`src/rtl/sram_access_controller.sv`:
```
// Sequences 32-bit loads/stores onto a 16-bit SRAM as two fixed-length half-word phases.
// Optional SRAM_RANGE_CHECK_EN: out-of-window accesses skip the SRAM and complete in one cycle.
module sram_access_controller #(
  parameter int ADDRESS_LEN  = 32,
  parameter int SRAM_ADDR_W  = 18,
  parameter int PHASE_CYCLES = 2,
  parameter int DATA_BASE    = 1024
) (
  input  logic                   clk,
  input  logic                   rst,
  input  logic                   wr_en,
  input  logic                   rd_en,
  input  logic [ADDRESS_LEN-1:0] address,
  input  logic [ADDRESS_LEN-1:0] write_data,
  output logic [ADDRESS_LEN-1:0] read_data,
  output logic                   ready,
  output logic [SRAM_ADDR_W-1:0] sram_addr,
  output logic [15:0]            sram_dq_out,
  output logic                   sram_dq_oe,
  input  logic [15:0]            sram_dq_in,
  output logic                   sram_we_n,
  output logic                   sram_oe_n,
  output logic [1:0]             dbg_state
);

  typedef enum logic [1:0] {
    S_IDLE = 2'd0,
    S_LOW  = 2'd1,
    S_HIGH = 2'd2,
    S_DONE = 2'd3
  } state_t;

  localparam logic [3:0] LAST_CNT = 4'(PHASE_CYCLES - 1);

  state_t                   r_state;
  logic [3:0]               r_cnt;
  logic                     r_is_wr;
  logic [SRAM_ADDR_W-2:0]   r_word;
  logic [31:0]              r_wdata;
  logic [15:0]              r_rd_lo;
  logic [ADDRESS_LEN-1:0]   r_read_data;
  logic [SRAM_ADDR_W-1:0]   r_sram_addr;
  logic [15:0]              r_sram_dq_out;
  logic                     r_sram_dq_oe;
  logic                     r_sram_we_n;
  logic                     r_sram_oe_n;

  state_t                   w_state_nxt;
  logic [3:0]               w_cnt_nxt;
  logic                     w_is_wr_nxt;
  logic [SRAM_ADDR_W-2:0]   w_word_nxt;
  logic [31:0]              w_wdata_nxt;
  logic                     w_req;
  logic                     w_last;
  logic                     w_oor;
  logic                     w_phase_nxt;
  logic                     w_ready;
  logic [ADDRESS_LEN-1:0]   w_off_full;
  logic                     w_unused;

  assign w_req      = rd_en | wr_en;
  assign w_last     = (r_cnt == LAST_CNT);
  assign w_off_full = address - ADDRESS_LEN'(DATA_BASE);
  // Byte offset bits and (without range checking) the bits above the window are dropped.
  assign w_unused   = ^{w_off_full[ADDRESS_LEN-1:SRAM_ADDR_W+1], w_off_full[1:0]};

`ifdef SRAM_RANGE_CHECK_EN
  assign w_oor = |w_off_full[ADDRESS_LEN-1:SRAM_ADDR_W+1];
`else
  assign w_oor = 1'b0;
`endif

  always_comb begin
    w_state_nxt = r_state;
    w_cnt_nxt   = r_cnt;
    w_is_wr_nxt = r_is_wr;
    w_word_nxt  = r_word;
    w_wdata_nxt = r_wdata;
    w_ready     = 1'b0;
    case (r_state)
      S_IDLE: begin
        w_ready = ~w_req;
        if (w_req) begin
          w_is_wr_nxt = wr_en;
          w_word_nxt  = w_off_full[SRAM_ADDR_W:2];
          w_wdata_nxt = write_data[31:0];
          w_cnt_nxt   = 4'd0;
          w_state_nxt = w_oor ? S_DONE : S_LOW;
        end
      end
      S_LOW: begin
        if (w_last) begin
          w_cnt_nxt   = 4'd0;
          w_state_nxt = S_HIGH;
        end else begin
          w_cnt_nxt = r_cnt + 4'd1;
        end
      end
      S_HIGH: begin
        if (w_last) begin
          w_cnt_nxt   = 4'd0;
          w_state_nxt = S_DONE;
        end else begin
          w_cnt_nxt = r_cnt + 4'd1;
        end
      end
      S_DONE: begin
        w_ready     = 1'b1;
        w_state_nxt = S_IDLE;
      end
      default: w_state_nxt = S_IDLE;
    endcase
  end

  assign w_phase_nxt = (w_state_nxt == S_LOW) || (w_state_nxt == S_HIGH);

  always_ff @(posedge clk or negedge rst) begin
    if (!rst) begin
      r_state <= S_IDLE;
      r_cnt   <= 4'd0;
      r_is_wr <= 1'b0;
      r_word  <= '0;
      r_wdata <= '0;
    end else begin
      r_state <= w_state_nxt;
      r_cnt   <= w_cnt_nxt;
      r_is_wr <= w_is_wr_nxt;
      r_word  <= w_word_nxt;
      r_wdata <= w_wdata_nxt;
    end
  end

  // SRAM pins are registered from the next-state view so each phase starts on its first cycle.
  always_ff @(posedge clk or negedge rst) begin
    if (!rst) begin
      r_sram_addr   <= '0;
      r_sram_dq_out <= '0;
      r_sram_dq_oe  <= 1'b0;
      r_sram_we_n   <= 1'b1;
      r_sram_oe_n   <= 1'b1;
    end else begin
      if (w_state_nxt == S_LOW) begin
        r_sram_addr   <= {w_word_nxt, 1'b0};
        r_sram_dq_out <= w_wdata_nxt[15:0];
      end else if (w_state_nxt == S_HIGH) begin
        r_sram_addr   <= {w_word_nxt, 1'b1};
        r_sram_dq_out <= w_wdata_nxt[31:16];
      end
      r_sram_dq_oe <= w_phase_nxt & w_is_wr_nxt;
      r_sram_we_n  <= ~(w_phase_nxt & w_is_wr_nxt & (w_cnt_nxt != LAST_CNT));
      r_sram_oe_n  <= ~(w_phase_nxt & ~w_is_wr_nxt);
    end
  end

  always_ff @(posedge clk or negedge rst) begin
    if (!rst) begin
      r_rd_lo     <= '0;
      r_read_data <= '0;
    end else begin
      if ((r_state == S_LOW) && w_last && !r_is_wr) begin
        r_rd_lo <= sram_dq_in;
      end
      if ((r_state == S_HIGH) && w_last && !r_is_wr) begin
        r_read_data <= ADDRESS_LEN'({sram_dq_in, r_rd_lo});
      end
      if ((r_state == S_IDLE) && w_req && w_oor && !wr_en) begin
        r_read_data <= '0;
      end
    end
  end

  assign read_data   = r_read_data;
  assign ready       = w_ready;
  assign sram_addr   = r_sram_addr;
  assign sram_dq_out = r_sram_dq_out;
  assign sram_dq_oe  = r_sram_dq_oe;
  assign sram_we_n   = r_sram_we_n;
  assign sram_oe_n   = r_sram_oe_n;
  assign dbg_state   = r_state;

endmodule
```
`config.mk`:
```
export PLATFORM = sky130hd
export DESIGN_NAME = sram_access_controller
export DESIGN_NICKNAME = d
export VERILOG_FILES = /design/src/rtl/sram_access_controller.sv
export SDC_FILE = /design/constraint.sdc
export NUM_CORES = 1
export LEC_CHECK = 0
export CORE_ASPECT_RATIO = 0.6
export CORE_MARGIN = 1
export CORE_UTILIZATION = 54
export CTS_BUF_LIST = sky130_fd_sc_hd__clkbuf_2 sky130_fd_sc_hd__clkbuf_4 sky130_fd_sc_hd__clkbuf_8
export DETAILED_ROUTE_END_ITERATION = 8
export PLACE_DENSITY = 0.92
export SLEW_MARGIN = 20
export SYNTH_ARGS = -nofsm -noshare
export SYNTH_HDL_FRONTEND = slang
export SYNTH_SLANG_ARGS = --single-unit
export TNS_END_PERCENT = 5
```
`constraint.sdc`:
```
create_clock -name clk -period 8.66 [get_ports clk]
set_clock_uncertainty 0.15 [all_clocks]
set_input_delay 1.732 -clock clk [delete_from_list [all_inputs] [get_ports clk]]
set_output_delay 1.732 -clock clk [all_outputs]
set_load 0.01 [all_outputs]
```
==> flow_summary.yaml <==
drt:
  avgRoutedWirePerCell_um: 16.9
  drt_iter0_markers: 198
  vias: 3871
  routed_wl_um: 12400
  antenna_left: 0
  drc: 0
  drtPass1Iterations: 4
  vias_per_cell: 5.29
finish:
  layout_common_cells: "dfrtp_1, clkdlybuf4s50_1, mux2_2"
  fillers: 620
  layout.nets: 676
  syn_to_final_growth_pct: 35.5
  drive_gt1_frac: 0.240
  finalNonFillerCells: 732
timing:
  relSlewSlack: 0.496
  final.min_clock_period_ps: 5140
  finalSetupTns_ps: 0
  setup_viol: 0
  tightest_slew_ps: 756
  holdWs_ps: 327
  fin_crit_sh: 0.594
  max_freq_mhz: 195
  grt_setup_unrepaired: "false"
  final_hold_viol_count: 0
  slew_violations: 0
global_routing:
  met3_usage: 0.0938
  grt_overflow: 0
  first_global_vias: 4013
  grt_max_degree: 85
  antenna_found_initial: 1
  grt_busiest_layer: "met2"
  met1_usage: 0.308
  grt_pass1_wl_um: 20000
  grt.total_usage: 0.241
  grtUsageMet2: 0.388
clocking:
  cts_resized: 0
  clock_path_buffers: 2
  clkSinkCount: 141
  cts-root-buf: "clkbuf_8"
  ctsHtreeMaxLevel: 4
  postCtsSetupBuffers: 0
  cts_tree: "yes"
  clkLatencyLatePin_ps: 430
  ctsHoldBuffers: 0
  cts-buffers-inserted: 17
  path_clk_slew_ps: 70
power_and_ir_drop:
  power_switching_uw: 1100
  pwr-share-comb: 0.459
  powerDensity_nw_per_um2: 423
  power.internal_uw: 2170
  power.leakage_uw: 0.00339
  total_power_uw: 3270
  pwr-share-clk: 0.194
  seqPwrFrac: 0.347
  switching_share: 0.337
  vdd_ir_drop_max_uv: 238
synth:
  ys_ff_latch: 141
  yosys_most_used_dff: "dfrtp_1"
  ys_seq_area_frac: 0.619
  synth_top_family_by_area: "multiplexers"
  synth_nets: 533
  yosysWarnings: 0
  synth.area.mux_share: 0.189
  async_flop_share: 1.00
  synth_compound_area_frac: 0.0585
  syn_avg_cell_area_um2: 13.0
  ys_types: 40
  synth_edf_count: 0
  synthAdderAreaFrac: 0.0197
  synth_area_um2: 5710
  yosys.area_share.xor_xnor: 0.00460
  synthSimpleGateAreaFrac: 0.0862
  netlist_instances: 440
place:
  gp_congestion: 0.773
  dp_cells: 698
  io_buffers: 140
  place_hpwl_um: 8370
floorplan:
  die_area_um2: 11000
  die_y_um: 81.6
  core_um2: 10100
  rows: 28
  fp.dieW_um: 135
  io_pins: 156
  start_util: 0.568
setup_path:
  worstPathRequired_ps: 6780
  critPathArrivalTime_ps: 3260
  path_cells: "clkdlybuf4s50_1 > nor2_1 > a21oi_1 > nor2_1 > clkdlybuf4s50_1"
  critPathKind: "in -> out"
  crit_path_end_kind: "output pin"
  slowest_stage: "clkdlybuf4s50_1"
  slowest_delay_ps: 560
  crit_fanout: 4
  critPathLaunchType: "input pin"
outcome:
  run_status: "complete, no violations"
job:
  drv_cap: 0
hold_path:
  min_path_type: "reg -> reg"
==> layout make-up <==
class | instances | area (µm²) | area share
flip-flops and latches | 141 | 3530 | 0.457
multi-input cells | 269 | 2050 | 0.265
repair buffers | 145 | 1460 | 0.188
clock buffers | 21 | 277 | 0.0358
clock inverters | 11 | 213 | 0.0275
well taps | 135 | 169 | 0.0219
inverters | 9 | 33.8 | 0.00437
diodes | 1 | 2.50 | 0.000324
==> critical path: cells and delay by family <==
kind | cells | cell delay [ps]
AOI/OAI and AO/OA | 1 | 140
buffers and inverters | 2 | 1030
and+or+nand+nor | 2 | 360
==> synth_stat cells, drive strengths merged (2+ instances only) <==
| master | n | area [µm²] |
|---|---|---|
| o21ai | 8 | 40.0 |
| dfrtp | 139 | 3480 |
| xnor2 | 2 | 17.5 |
| nor3b | 3 | 22.5 |
| nand3 | 2 | 10.0 |
| clkbuf | 10 | 37.5 |
| dfstp | 2 | 52.6 |
| o31ai | 19 | 143 |
| a21oi | 4 | 20.0 |
| a22o | 2 | 17.5 |
| inv | 9 | 33.8 |
| mux2 | 95 | 1070 |
| a31oi | 3 | 18.8 |
| buf | 11 | 60.1 |
| ha | 9 | 113 |
| and3b | 2 | 17.5 |
| nand3b | 2 | 15.0 |
| nor3 | 3 | 15.0 |
| o21a | 2 | 15.0 |
| nor2 | 45 | 169 |
| nand2 | 53 | 201 |
==> metal layers <==
metal	vias up	routed length, µm
li1	1802	-
met3	9	1010
met4	0	74
met1	1933	5420
met2	127	5870
met5	-	0
==> stage by stage <==
step	setup WS [ps]	instance area (µm²)	util
after floorplan	4640	5710	-
after global placement	3560	7210	0.718
after detailed placement	3550	7210	0.718
after CTS	3540	7700	0.766
after global routing	3480	7730	0.769
final	3520	7730	0.769
==> sequential cells by signal, indices dropped and copies added, names as in the netlist <==
register,flops
r_wdata,32
read_data,32
sram_addr,18
r_word,17
r_rd_lo,16
sram_dq_out,16
r_cnt,4
dbg_state,2
r_is_wr,1
sram_dq_oe,1
sram_oe_n,1
sram_we_n,1
==> path summary, 6_finish.rpt <==
path / from / endpoint / slack (ps) / cells past startpoint
setup / recovery: wr_en / ready / 3520 / 5
hold / removal: r_word[6] / r_word[6] / 330 / 2
setup reg to reg: r_cnt[1] / sram_addr[8] / 5720 / 8
hold reg to reg: r_word[6] / r_word[6] / 330 / 2
max in group asynchronous: rst / sram_addr[16] / 6140 / 2
min in group asynchronous: rst / read_data[0] / 1100 / 1
==> power groups by stage <==
stage	Sequential [µW]	Combinational (µW)	Clock, µW
after detailed placement	1150	1480	0
after CTS	1140	1490	646
after global routing	1170	1630	674
final	1130	1500	635
after floorplan	1190	852	0
after global placement	1120	1410	0
==> kinds of logic (layout without fill, tap and decap cells) <==
logic type,Yosys count,in the layout
XOR/XNOR,3,3
flip-flops,141,141
adder cells (fa/ha/maj),9,9
AO/OA/AOI/OAI,46,46
AND/OR/NAND/NOR,115,115
other,0,1
multiplexers,96,96
buffers and inverters,30,186
Note: power is estimated with default switching activity, not from simulation.
